[src/rtl/output_writer_pkg.sv]
// Shared definitions for the output writer: FSM state encoding and the
// width of one data lane.
package output_writer_pkg;

    localparam int DATA_W = 16;

    typedef enum logic [1:0] {
        IDLE = 2'd0,
        RUN  = 2'd1,
        DONE = 2'd2
    } state_t;

endpackage

[src/rtl/sync_fifo.sv]
// Synchronous FIFO, single clock, asynchronous active-high reset.
// DEPTH must be a power of two (>= 2) so the pointers wrap naturally.
// Ports:
//   clk, rst        clock and asynchronous reset
//   clr             synchronous flush (pointers and count to 0)
//   push, din       write request and data
//   pop             read request; dout is the current head
//   full, empty     occupancy flags
//   count           number of stored entries (0..DEPTH)
module sync_fifo #(
    parameter int WIDTH = 16,
    parameter int DEPTH = 4
) (
    input  logic                   clk,
    input  logic                   rst,
    input  logic                   clr,
    input  logic                   push,
    input  logic [WIDTH-1:0]       din,
    input  logic                   pop,
    output logic [WIDTH-1:0]       dout,
    output logic                   full,
    output logic                   empty,
    output logic [$clog2(DEPTH):0] count
);

    localparam int PW = $clog2(DEPTH);

    logic [WIDTH-1:0] mem_q [DEPTH];
    logic [PW-1:0]    wr_ptr_q;
    logic [PW-1:0]    rd_ptr_q;
    logic [PW:0]      count_q;
    logic             pop_ok;
    logic             push_ok;

    assign empty   = (count_q == '0);
    assign full    = (count_q == (PW+1)'(DEPTH));
    assign count   = count_q;
    assign dout    = mem_q[rd_ptr_q];
    assign pop_ok  = pop && !empty;
    // A push into a full FIFO is legal when the head leaves in the same cycle.
    assign push_ok = push && (!full || pop_ok);

    always_ff @(posedge clk or posedge rst) begin
        if (rst) begin
            for (int i = 0; i < DEPTH; i++) begin
                mem_q[i] <= '0;
            end
            wr_ptr_q <= '0;
            rd_ptr_q <= '0;
            count_q  <= '0;
        end else if (clr) begin
            wr_ptr_q <= '0;
            rd_ptr_q <= '0;
            count_q  <= '0;
        end else begin
            if (push_ok) begin
                mem_q[wr_ptr_q] <= din;
                wr_ptr_q        <= wr_ptr_q + 1'b1;
            end
            if (pop_ok) begin
                rd_ptr_q <= rd_ptr_q + 1'b1;
            end
            count_q <= count_q + {{PW{1'b0}}, push_ok} - {{PW{1'b0}}, pop_ok};
        end
    end

endmodule

[src/rtl/output_writer.sv]
// Output writer: buffers post-processed beats in a small FIFO and writes
// them to consecutive memory addresses starting at base_addr.
// Ports:
//   clk, rst                   clock, asynchronous active-high reset
//   start, base_addr, num_beats job launch (sampled in IDLE)
//   post_out, post_out_valid   incoming beats (no backpressure upstream)
//   wr_en, wr_addr, wr_data    memory write request, held until wr_ready
//   wr_ready                   memory accepts the request
//   busy, done, overflow       job status; overflow is sticky per job
module output_writer
    import output_writer_pkg::*;
#(
    parameter int POX   = 3,
    parameter int DEPTH = 4,
    parameter int AW    = 16
) (
    input  logic                  clk,
    input  logic                  rst,
    input  logic                  start,
    input  logic [AW-1:0]         base_addr,
    input  logic [AW-1:0]         num_beats,
    input  logic [POX*DATA_W-1:0] post_out,
    input  logic                  post_out_valid,
    output logic                  wr_en,
    output logic [AW-1:0]         wr_addr,
    output logic [POX*DATA_W-1:0] wr_data,
    input  logic                  wr_ready,
    output logic                  busy,
    output logic                  done,
    output logic                  overflow
);

    localparam int LW = POX * DATA_W;
    localparam int CW = $clog2(DEPTH) + 1;

    state_t          state_q;
    logic [AW-1:0]   addr_q;
    logic [AW-1:0]   num_q;
    logic [AW-1:0]   acc_q;
    logic [AW-1:0]   wr_cnt_q;
    logic            overflow_q;

    logic            fifo_full;
    logic            fifo_empty;
    logic [CW-1:0]   fifo_count;
    logic [LW-1:0]   fifo_head;

    logic            in_run;
    logic            start_acc;
    logic            beat_wanted;
    logic            push;
    logic            pop;
    logic            drop;

    assign in_run      = (state_q == RUN);
    assign start_acc   = (state_q == IDLE) && start;
    assign pop         = wr_en && wr_ready;
    // Only beats that still count towards the job are candidates; extras are ignored.
    assign beat_wanted = in_run && post_out_valid && (acc_q < num_q);
    assign push        = beat_wanted && (!fifo_full || pop);
    assign drop        = beat_wanted && (fifo_count == CW'(DEPTH)) && !pop;

    assign wr_en    = in_run && !fifo_empty;
    assign wr_addr  = addr_q;
    assign wr_data  = fifo_head;
    assign busy     = in_run;
    assign done     = (state_q == DONE);
    assign overflow = overflow_q;

    sync_fifo #(
        .WIDTH (LW),
        .DEPTH (DEPTH)
    ) u_fifo (
        .clk   (clk),
        .rst   (rst),
        .clr   (start_acc),
        .push  (push),
        .din   (post_out),
        .pop   (pop),
        .dout  (fifo_head),
        .full  (fifo_full),
        .empty (fifo_empty),
        .count (fifo_count)
    );

    always_ff @(posedge clk or posedge rst) begin
        if (rst) begin
            state_q    <= IDLE;
            addr_q     <= '0;
            num_q      <= '0;
            acc_q      <= '0;
            wr_cnt_q   <= '0;
            overflow_q <= 1'b0;
        end else begin
            case (state_q)
                IDLE: begin
                    if (start) begin
                        addr_q     <= base_addr;
                        num_q      <= num_beats;
                        acc_q      <= '0;
                        wr_cnt_q   <= '0;
                        overflow_q <= 1'b0;
                        state_q    <= (num_beats != '0) ? RUN : DONE;
                    end
                end
                RUN: begin
                    if (push) begin
                        acc_q <= acc_q + 1'b1;
                    end
                    if (pop) begin
                        addr_q   <= addr_q + 1'b1;   // wraps modulo 2^AW
                        wr_cnt_q <= wr_cnt_q + 1'b1;
                    end
                    if (drop) begin
                        overflow_q <= 1'b1;
                    end
                    // Dropped beats never reach memory, so a job that lost
                    // beats stays here until more beats arrive or reset.
                    if (wr_cnt_q == num_q) begin
                        state_q <= DONE;
                    end
                end
                DONE: begin
                    state_q <= IDLE;
                end
                default: begin
                    state_q <= IDLE;
                end
            endcase
        end
    end

endmodule

[config.mk]
export PLATFORM = sky130hd
export DESIGN_NAME = output_writer
export DESIGN_NICKNAME = d
export VERILOG_FILES = /design/src/rtl/output_writer_pkg.sv /design/src/rtl/sync_fifo.sv /design/src/rtl/output_writer.sv
export SDC_FILE = /design/constraint.sdc
export NUM_CORES = 1
export LEC_CHECK = 0
export ABC_AREA = 1
export CAP_MARGIN = 20
export CORE_ASPECT_RATIO = 1.25
export CORE_MARGIN = 10
export CORE_UTILIZATION = 57
export CTS_BUF_LIST = sky130_fd_sc_hd__clkbuf_4 sky130_fd_sc_hd__clkbuf_8 sky130_fd_sc_hd__clkbuf_16
export CTS_CLUSTER_DIAMETER = 60
export DETAILED_ROUTE_END_ITERATION = 16
export PLACE_DENSITY_LB_ADDON = 0.3
export SYNTH_ARGS = -nofsm -noshare
export SYNTH_HDL_FRONTEND = slang
export SYNTH_SLANG_ARGS = --single-unit
[constraint.sdc]
create_clock -name clk -period 12.2 [get_ports clk]
set_clock_uncertainty 0.05 [all_clocks]
set_input_delay 2.44 -clock clk [delete_from_list [all_inputs] [get_ports clk]]
set_output_delay 2.44 -clock clk [all_outputs]
set_load 0.01 [all_outputs]
==> results by stage <==
Logic synthesis:
- The post-synthesis area per instance is 7.83 µm².
- After technology mapping, the gate count stands at 1780.
- The total standard cell area after synthesis is 13900 µm².
- Among all flip-flop cells after synthesis, the most frequent one is sky130_fd_sc_hd__dfrtp_1.
- Sequential elements use 47.8% of the synthesized area.
- The number of nets handed over by synthesis was 1890.
- The number of flip-flops and latches in the synthesized netlist is 266.
- The number of warnings issued by yosys is 0.
- Counting flops with an async set or reset pin after synthesis yields a share of 100%.
- The netlist uses 37 different library cells.
- The synthesized design contains 0 enable-type register cells.

Route:
- The post-detailed-route wirelength per cell is 18.3 µm.
- The highest layer used for signal routing is met5.
- The iteration count of the initial detailed-routing pass is 5.
- In the detailed route, the total length drawn on met3 is 3310 µm.
- The routed length on met2 is 19800 µm.
- The number of nets with antenna violations after routing is 0.
- The routed layout has 13300 vias.
- After detailed routing, the total wire length is 40100 µm.
- The post-route DRC violation count is 0.
- Dividing the detail-routed via count by the number of cells gives 6.04.
- The violation count after the first detailed-route iteration is 1442.
- The met1 routed wirelength after detailed routing is 15900 µm.

Place:
- Routability-driven placement finished with a final weighted congestion of 0.848.
- Input and output buffers added on the ports amount to 152.
- The total instance count after detailed placement is 2142.
- The instance area at placement is 15300 µm².
- The placed wire-length estimate after detailed placement is 23000 µm.
- Prior to clock tree synthesis, the placed netlist has a worst setup slack of 6.23 ns.

Floorplanning:
- Measured along the y axis, the die boundary spans 195 µm.
- For this design the top-level I/O count stands at 153.
- The placeable core region is 23900 µm².
- In this run the core area contains 63 standard-cell rows.
- From left edge to right edge, the die measures 160 µm.
- The effective utilization at floorplan is 58.3%.
- The die area is 31100 µm².

STA:
- The setup slack after layout is 5.99 ns.
- The transition time at the pin with the least slew margin is 1.08 ns.
- The total negative slack for setup checks is 0 ns.
- Headroom to the max-slew limit came out at 28.2%.
- The number of setup violations in the final report is 0.
- The final period demand of the worst path is 6.21 ns.
- The final-report hold violation count is 0.
- The timing-limited maximum frequency is 161 MHz.
- Setup repair after global routing left no endpoint under its margin.
- In the finished design, the share of the clock period the worst path needs comes to 50.9%.
- The number of slew-limit violations in the final report is 0.

Final layout:
- The post-synthesis to final-layout area growth is 17.1%.
- In the final design database the tool counted 1957 nets.
- The layout has 1995 filler cells.
- The cell area after layout is 16300 µm².
- The share of cells above drive strength 1 is 4.66%.
- The number of cells in the finished layout apart from fillers is 2194.

Power:
- The static leakage is 8.12 nW.
- The combinational cell fraction of total power is 35.1%.
- In this run the power density over the cells is 174 nW/µm².
- Per report_power, the clock group accounts for 30.5% of the total.
- The internal power contribution is 0.00183 W.
- Of the total power, the share spent switching nets is 35.2%.
- In this run, flip-flops and latches consume 34.4% of the power.
- The maximum vdd ir drop is 0.149 mV.
- In this run the power spent charging and discharging nets is 0.000998 W.

Global routing:
- The number of global-route vias before repair is 13000.
- The number of antenna violations at the first check in global routing came to 2.
- The aggregate global routing overflow is 0.
- The maximum number of pins on one net before global-route repair is 128.
- The overall fraction of global-route tracks in use is 24.8%.
- The wire length of the first global-routing pass is 66400 µm.

Clocking:
- The number of buffers created by CTS is 27.
- The number of buffers added to fix hold violations after cts is 0.
- The number of setup buffers added after CTS is 0.
- The number of gates resized after CTS is 0.
- The number of H-tree branching levels is 1.
- The tree is rooted in a sky130_fd_sc_hd__clkbuf_16.
- After clock tree synthesis, the clock-pin slew on the worst setup and hold paths is 0.07 ns.
- Clock latency on the worst-skew pair, taken at its later pin, is 0.54 ns.
- TritonCTS built the clock tree.
- The number of sinks handled by clock tree synthesis is 266.
- The maximum count of clock buffers along a single path is 3.

Worst setup path:
- Along the worst path, the maximum fanout reaches 98.
- The worst setup path is launched from a register.
- Data on the critical path is required at its endpoint by 9.71 ns.
- The signal arrival time at the worst endpoint is 3.72 ns.
- The endpoint type of the worst setup path is an output port.
- The type of the worst setup path is register to output port.

Run status:
- The flow ran to the end, and the final reports show no timing, DRC or antenna violations.

Min path:
- The path class of the tightest hold or removal check is register to register.

Job:
- The number of maximum-capacitance constraint violations is 0.
per-stage QoR:
stage          hold WS [ns]  utilization, %  power, W
6_report              0.427            68.3   0.00283
5_1_grt               0.443            68.3   0.00297
4_1_cts               0.428            68.2   0.00283
3_5_place_dp          0.411            64.3   0.00197
3_3_place_gp          0.407            64.3   0.00197
2_1_floorplan         0.394               -   0.00153
sequential cells by signal, indices dropped and copies added (netlist names):
register         cells
wr_addr             16
num_q               16
acc_q               16
overflow             1
u_fifo.mem_q       192
u_fifo.count         3
wr_cnt_q            16
u_fifo.wr_ptr_q      2
u_fifo.rd_ptr_q      2
state_q              2
cells in the final DEF, fill, tap and decap left out, types with 5 or more instances in the layout:
cell                              count
sky130_fd_sc_hd__clkinv_2             5
sky130_fd_sc_hd__xor2_1              16
sky130_fd_sc_hd__nand3_1             48
sky130_fd_sc_hd__clkbuf_16           27
sky130_fd_sc_hd__nand2_1            547
sky130_fd_sc_hd__ha_1                20
sky130_fd_sc_hd__clkbuf_8             8
sky130_fd_sc_hd__xnor2_1              5
sky130_fd_sc_hd__o22ai_1             50
sky130_fd_sc_hd__buf_4               18
sky130_fd_sc_hd__o21ai_0            139
sky130_fd_sc_hd__dfrtp_1            265
sky130_fd_sc_hd__nand4_1            215
sky130_fd_sc_hd__inv_1               90
sky130_fd_sc_hd__a21oi_1             15
sky130_fd_sc_hd__clkdlybuf4s50_1    152
sky130_fd_sc_hd__o211ai_1             6
sky130_fd_sc_hd__inv_2                5
sky130_fd_sc_hd__nor2_1             163
sky130_fd_sc_hd__nor3_1              26
worst paths after layout:
check	startpoint	end	slack [ns]	cells after the start
worst max register to register	state_q[1]$_DFFE_PP0P_	u_fifo.count[2]$_DFF_PP0_	7.68	12
worst min-delay path	u_fifo.mem_q[77]$_DFFE_PP0P_	u_fifo.mem_q[77]$_DFFE_PP0P_	0.43	2
max in group asynchronous	rst	u_fifo.rd_ptr_q[0]$_DFFE_PP0P_	8.09	3
min in group asynchronous	rst	u_fifo.mem_q[49]$_DFFE_PP0P_	2.44	2
worst min register to register	u_fifo.mem_q[77]$_DFFE_PP0P_	u_fifo.mem_q[77]$_DFFE_PP0P_	0.43	2
worst max-delay path	u_fifo.rd_ptr_q[0]$_DFFE_PP0P_	wr_data[32]	5.99	6
cells by family after synthesis:
family                   Yosys count  share of synthesized area [%]
AO/OA/AOI/OAI                    226                           8.99
AND/OR/NAND/NOR                 1012                           32.1
adder cells (fa/ha/maj)           25                           2.30
buffers and inverters            230                           7.51
flip-flops                       266                           47.8
XOR/XNOR                          21                           1.32
power by group through the flow:
stage	clock, W	combinational [W]	sequential (W)
final	0.000863	0.000994	0.000976
after floorplan	0	0.000545	0.000982
after global routing	0.000907	0.00109	0.000980
after global placement	0	0.000979	0.000988
after CTS	0.000869	0.000992	0.000973
after detailed placement	0	0.000986	0.000988
per-layer routing:
| metal | vias to the layer above | global-route usage [%] |
|---|---|---|
| li1 | 6146 | - |
| met1 | 6422 | 31.7 |
| met2 | 606 | 42.0 |
| met3 | 85 | 4.12 |
| met4 | 2 | 7.57 |
| met5 | - | 0 |
synthesized netlist by cell type (8+ instances only):
cell type / number / share of area (%)
sky130_fd_sc_hd__a21oi_1: 15 / 0.54
sky130_fd_sc_hd__buf_2: 14 / 0.50
sky130_fd_sc_hd__buf_4: 8 / 0.43
sky130_fd_sc_hd__buf_6: 18 / 1.5
sky130_fd_sc_hd__clkbuf_1: 91 / 2.5
sky130_fd_sc_hd__dfrtp_1: 266 / 48
sky130_fd_sc_hd__ha_1: 24 / 2.2
sky130_fd_sc_hd__inv_1: 92 / 2.5
sky130_fd_sc_hd__nand2_1: 548 / 15
sky130_fd_sc_hd__nand3_1: 48 / 1.7
sky130_fd_sc_hd__nand4_1: 215 / 9.7
sky130_fd_sc_hd__nor2_1: 163 / 4.4
sky130_fd_sc_hd__nor3_1: 26 / 0.93
sky130_fd_sc_hd__o21ai_0: 139 / 5.0
sky130_fd_sc_hd__o22ai_1: 50 / 2.2
sky130_fd_sc_hd__xor2_1: 16 / 1.0
layout make-up:
class                   count  area, µm²  area share (%)
repair buffers            171       1680            10.3
clock inverters            13        135           0.828
well taps                 325        407            2.49
multi-input cells        1284       6260            38.4
flip-flops and latches    266       6660            40.8
diodes                      1       2.50          0.0153
inverters                  97        372            2.28
clock buffers              37        801            4.91
worst max-delay path, cell delays in order, from the launching register on:
cell and delay (ns):
sky130_fd_sc_hd__dfrtp_2 0.39, sky130_fd_sc_hd__buf_4 0.42, sky130_fd_sc_hd__inv_2 0.39, sky130_fd_sc_hd__buf_4 0.76
sky130_fd_sc_hd__o21ai_0 0.22, sky130_fd_sc_hd__o22ai_1 0.32, sky130_fd_sc_hd__clkdlybuf4s50_1 0.61
Power figures use the tool's default switching activity.
==> variant 1 (config.mk and constraints unchanged) <==
The parameter `POX` goes from 3 to 5.
--- a/src/rtl/output_writer.sv
+++ b/src/rtl/output_writer.sv
@@ -11,5 +11,5 @@
     import output_writer_pkg::*;
 #(
-    parameter int POX   = 3,
+    parameter int POX   = 5,
     parameter int DEPTH = 4,
     parameter int AW    = 16
Interface: changed (resized post_out and wr_data); port bits go from 153 to 217. The function was not compared with the original's and may differ.
==> variant 1 against the original RTL <==
- synthesized area rose by 43%
- global-route usage is 2.9 points higher
- cell area up 44%
- largest cell class unchanged
- setup slack lost 0.091 ns
- via count is 44% higher
- sequential cell count grew 128
- maximum frequency fell by 1.4%
- power grew 51%
- combinational power rose by 51%
- wire length grew 52%
- first-iteration DRC count up 61%
==> variant 1: results <==
[cells_and_area]
finalNonFillerCells = 3116
antenna_cells = 7
nNonClkInverters = 102
largest_reg_flops = 320
multi_input_area_share_pct = 37.3
fillerInstances = 2853
buf_share_pct = 10.4
n_clock_buffer = 61
multi_input_cells = 1830
num-nonclk-buffers = 241
flops_and_latches = 394
seq_area_um2 = 9860
final_layout_size_suffix_gt1_share_pct = 4.43
final-clk-cell-share_pct = 6.09

[grt]
use_met1_pct = 33.3
grtUsageMet2_pct = 47.2
grt_usage_pct = 27.7
grt_pass1_vias = 19061
met3_usage_pct = 5.36
grt_first_pass_wirelength_mm = 99.2
grt_max_degree = 187
antenna_found_initial = 10

[place]
pre_cts_ws_ns = 6.17
place.gp.congestion = 0.882
place_inst = 3032
place_hpwl_mm = 33.8
numPortBuffers = 216
placed_area_um2 = 22000

[setup_path]
crit_fanout = 90
reg2reg_to = u_fifo.mem_q[115]
reg2regPathDepth = 11
cp-endpoint = wr_data[11]
critical_path_arrival_ns = 3.81
critPathMaxStageDelay_ns = 0.80
slowest_stage = dfrtp_4
rrSetupSlack_ns = 7.63

[yosys]
synth_compound_area_share_pct = 8.82
ys_seq_area_share_pct = 49.5
avgSynthCellArea_um2 = 7.85
synthTopCellsByArea = dfrtp_1, nand2_1, nand4_1, o21ai_0, nor2_1
synth_cell_types = 35
ys_top_cells_by_count = nand2_1, dfrtp_1, nand4_1
synthMuxAreaShare_pct = 0
synth_xor_area_share_pct = 0.748
synth_fa_ha_area_share_pct = 1.61
synthesis.nets = 2677

[pwr]
p_leak_nw = 11.7
swShare_pct = 35.4

[route]
routedLengthMet1_mm = 23.3
drt_iter0_markers = 2324
via_per_inst = 6.14
drtPass1Iterations = 8

[sta]
holdWs_ns = 0.424
post-route-period-util_pct = 51.6
max_slew.worst_pin.slew_ns = 1.15

[floorplan]
core_um2 = 34500

[clocking]
cts-htree-levels = 2
cts_made_buffers = 42

[min_path]
min_to = u_fifo.mem_q[223]

[run_status]
status = finished clean
-- variant 1: cell types whose count changed after synthesis, moves of 9 or more --
| cell | delta |
|---|---|
| nand2_1 | +261 |
| nand4_1 | +130 |
| dfrtp_1 | +128 |
| buf_2 | +86 |
| o21ai_0 | +60 |
| nor2_1 | +58 |
| o22ai_1 | +31 |
| buf_6 | -18 |
| xor2_1 | -9 |
-- variant 1: worst register-to-register path: cells and delay by family (launching register included) --
kind | cells | cell delay (ns)
buf+inv | 4 | 2.23
flops | 1 | 0.39
compound gates | 1 | 0.76
simple gates | 6 | 1.07
-- variant 1: power by group through the flow --
stage	registers [mW]	logic [mW]	clock network [mW]
after floorplan	1.41	0.822	0
after global placement	1.46	1.46	0
after detailed placement	1.46	1.48	0
after CTS	1.44	1.49	1.34
after global routing	1.44	1.63	1.40
final	1.44	1.50	1.33
==> variant 2 (same settings) <==
Without the edit above. Make the reset (`rst`) synchronous in 2 clocked blocks. Comments in the files are not updated.
--- a/src/rtl/sync_fifo.sv
+++ b/src/rtl/sync_fifo.sv
@@ -41,5 +41,5 @@
     assign push_ok = push && (!full || pop_ok);
 
-    always_ff @(posedge clk or posedge rst) begin
+    always_ff @(posedge clk) begin
         if (rst) begin
             for (int i = 0; i < DEPTH; i++) begin
--- a/src/rtl/output_writer.sv
+++ b/src/rtl/output_writer.sv
@@ -84,5 +84,5 @@
     );
 
-    always_ff @(posedge clk or posedge rst) begin
+    always_ff @(posedge clk) begin
         if (rst) begin
             state_q    <= IDLE;
Check against the original RTL: differs if rst is asserted again (counterexample within 4 cycles, from zero or initial values and one cycle with rst high); with rst held inactive, the same outputs for 4 cycles.
==> variant 2 against the original RTL <==
- core utilization rose by 1.2 points
- sequential cell count rose by 2
- maximum frequency rose by 9.8%
- cell count fell by 18%
- synthesized area fell by 10%
- worst hold slack improved by 0.010 ns
- synthesized cell count fell by 22%
- cell area fell by 7.8%
- setup slack improved by 0.55 ns
- count of clock-buffer cells in the layout fell by 4
- wire length fell by 21%
- critical endpoint is now wr_data[46]
Power is not compared: it rests on default switching activity, and its combinational part moved more than twofold at a synthesized area within 25%.
==> variant 2: results <==
[clocking]
cts_made_buffers = 25
clock_latency_ns = 0.52

[yosys]
ys_seq_area_share_pct = 58.1
ys_top_cells_by_count = nor2_1, edfxtp_1, o21ai_0
synth-edff-count = 192
synth-main-ff-cell = edfxtp_1
syn_inst = 1393
synth_cell_types = 36
synthArstFlopShare_pct = 0
synthesis.nets = 1499
synthTopCellsByArea = edfxtp_1, dfxtp_1, nor2_1, o21ai_0, nand2_1

[cells_and_area]
fin_nets = 1616
regMostFlops = u_fifo.mem_q
largest_reg_flops = 192
antenna_cells = 0
finalNonFillerCells = 1807
fillerInstances = 1650
final_layout_size_suffix_gt1_share_pct = 5.10

[pwr]
ir_worst_vdd_mv = 0.106
pwr-share-clk_pct = 38.6
p_leak_nw = 5.83

[grt]
grt_first_pass_wirelength_mm = 50.1
antenna_found_initial = 0
grt_usage_pct = 21.2
grt_max_degree = 98
grt_pass1_vias = 10110

[route]
wl_per_cell_um = 17.4
ant_nets = 0
via_per_inst = 5.62
drtPass1Iterations = 7
drt_iter0_markers = 786

[sta]
max_slew.worst_pin.slew_ns = 0.932

[place]
place.gp.congestion = 0.874
numPortBuffers = 152
place_hpwl_mm = 20.0
place_inst = 1762

[setup_path]
crit_fanout = 97
reg2regPathDepth = 12

[min_path]
hold_path_class = register to register

[run_status]
status = finished clean
variant 2: through the flow:
| stage | setup WS, ns | total power [mW] | instance area (um^2) | utilization [%] |
|---|---|---|---|---|
| after floorplan | 6.40 | 1.17 | 12500 | - |
| after global placement | 6.33 | 1.27 | 14200 | 65.7 |
| after detailed placement | 6.25 | 1.28 | 14200 | 65.7 |
| after CTS | 6.56 | 2.06 | 15000 | 69.6 |
| after global routing | 6.34 | 2.12 | 15000 | 69.6 |
| final | 6.55 | 2.05 | 15000 | 69.6 |
variant 2: logic make-up after synthesis:
| group | share of synthesized area (%) |
|---|---|
| flip-flops | 58.1 |
| AND/OR/NAND/NOR | 19.3 |
| buffers and inverters | 6.38 |
| adder cells (fa/ha/maj) | 2.16 |
| AO/OA/AOI/OAI | 12.0 |
| XOR/XNOR | 2.10 |
variant 2: routing by layer:
layer / up-vias / GRT usage [%] / part of all wire, %
met4: 0 / 6.42 / 2.6
met1: 4752 / 23.9 / 38
li1: 4937 / - / -
met2: 404 / 39.9 / 52
met5: - / 0 / 0
met3: 66 / 3.70 / 7.3
variant 2: worst paths after layout:
path | from | to | slack (ns)
setup / recovery | register | wr_data[46] | 6.55
setup reg to reg | state_q[1] | u_fifo.mem_q[3][0] | 8.20
hold reg to reg | overflow | overflow | 0.44
hold / removal | overflow | overflow | 0.44
variant 2: area by class of cell:
class	instances	area share (%)
tap	279	2.32
multi-input combinational	924	29.7
clock inverter	12	0.932
inverter	124	3.09
sequential	268	48.5
clock buffer	33	4.64
timing repair buffer	167	10.9
variant 2: worst max-delay path, cell delays in order (launching register included):
cell and delay [ns]:
dfxtp_2 0.31, buf_4 0.38, inv_2 0.13, buf_4 0.69, o21ai_0 0.17, o22ai_1 0.28
clkdlybuf4s50_1 0.61
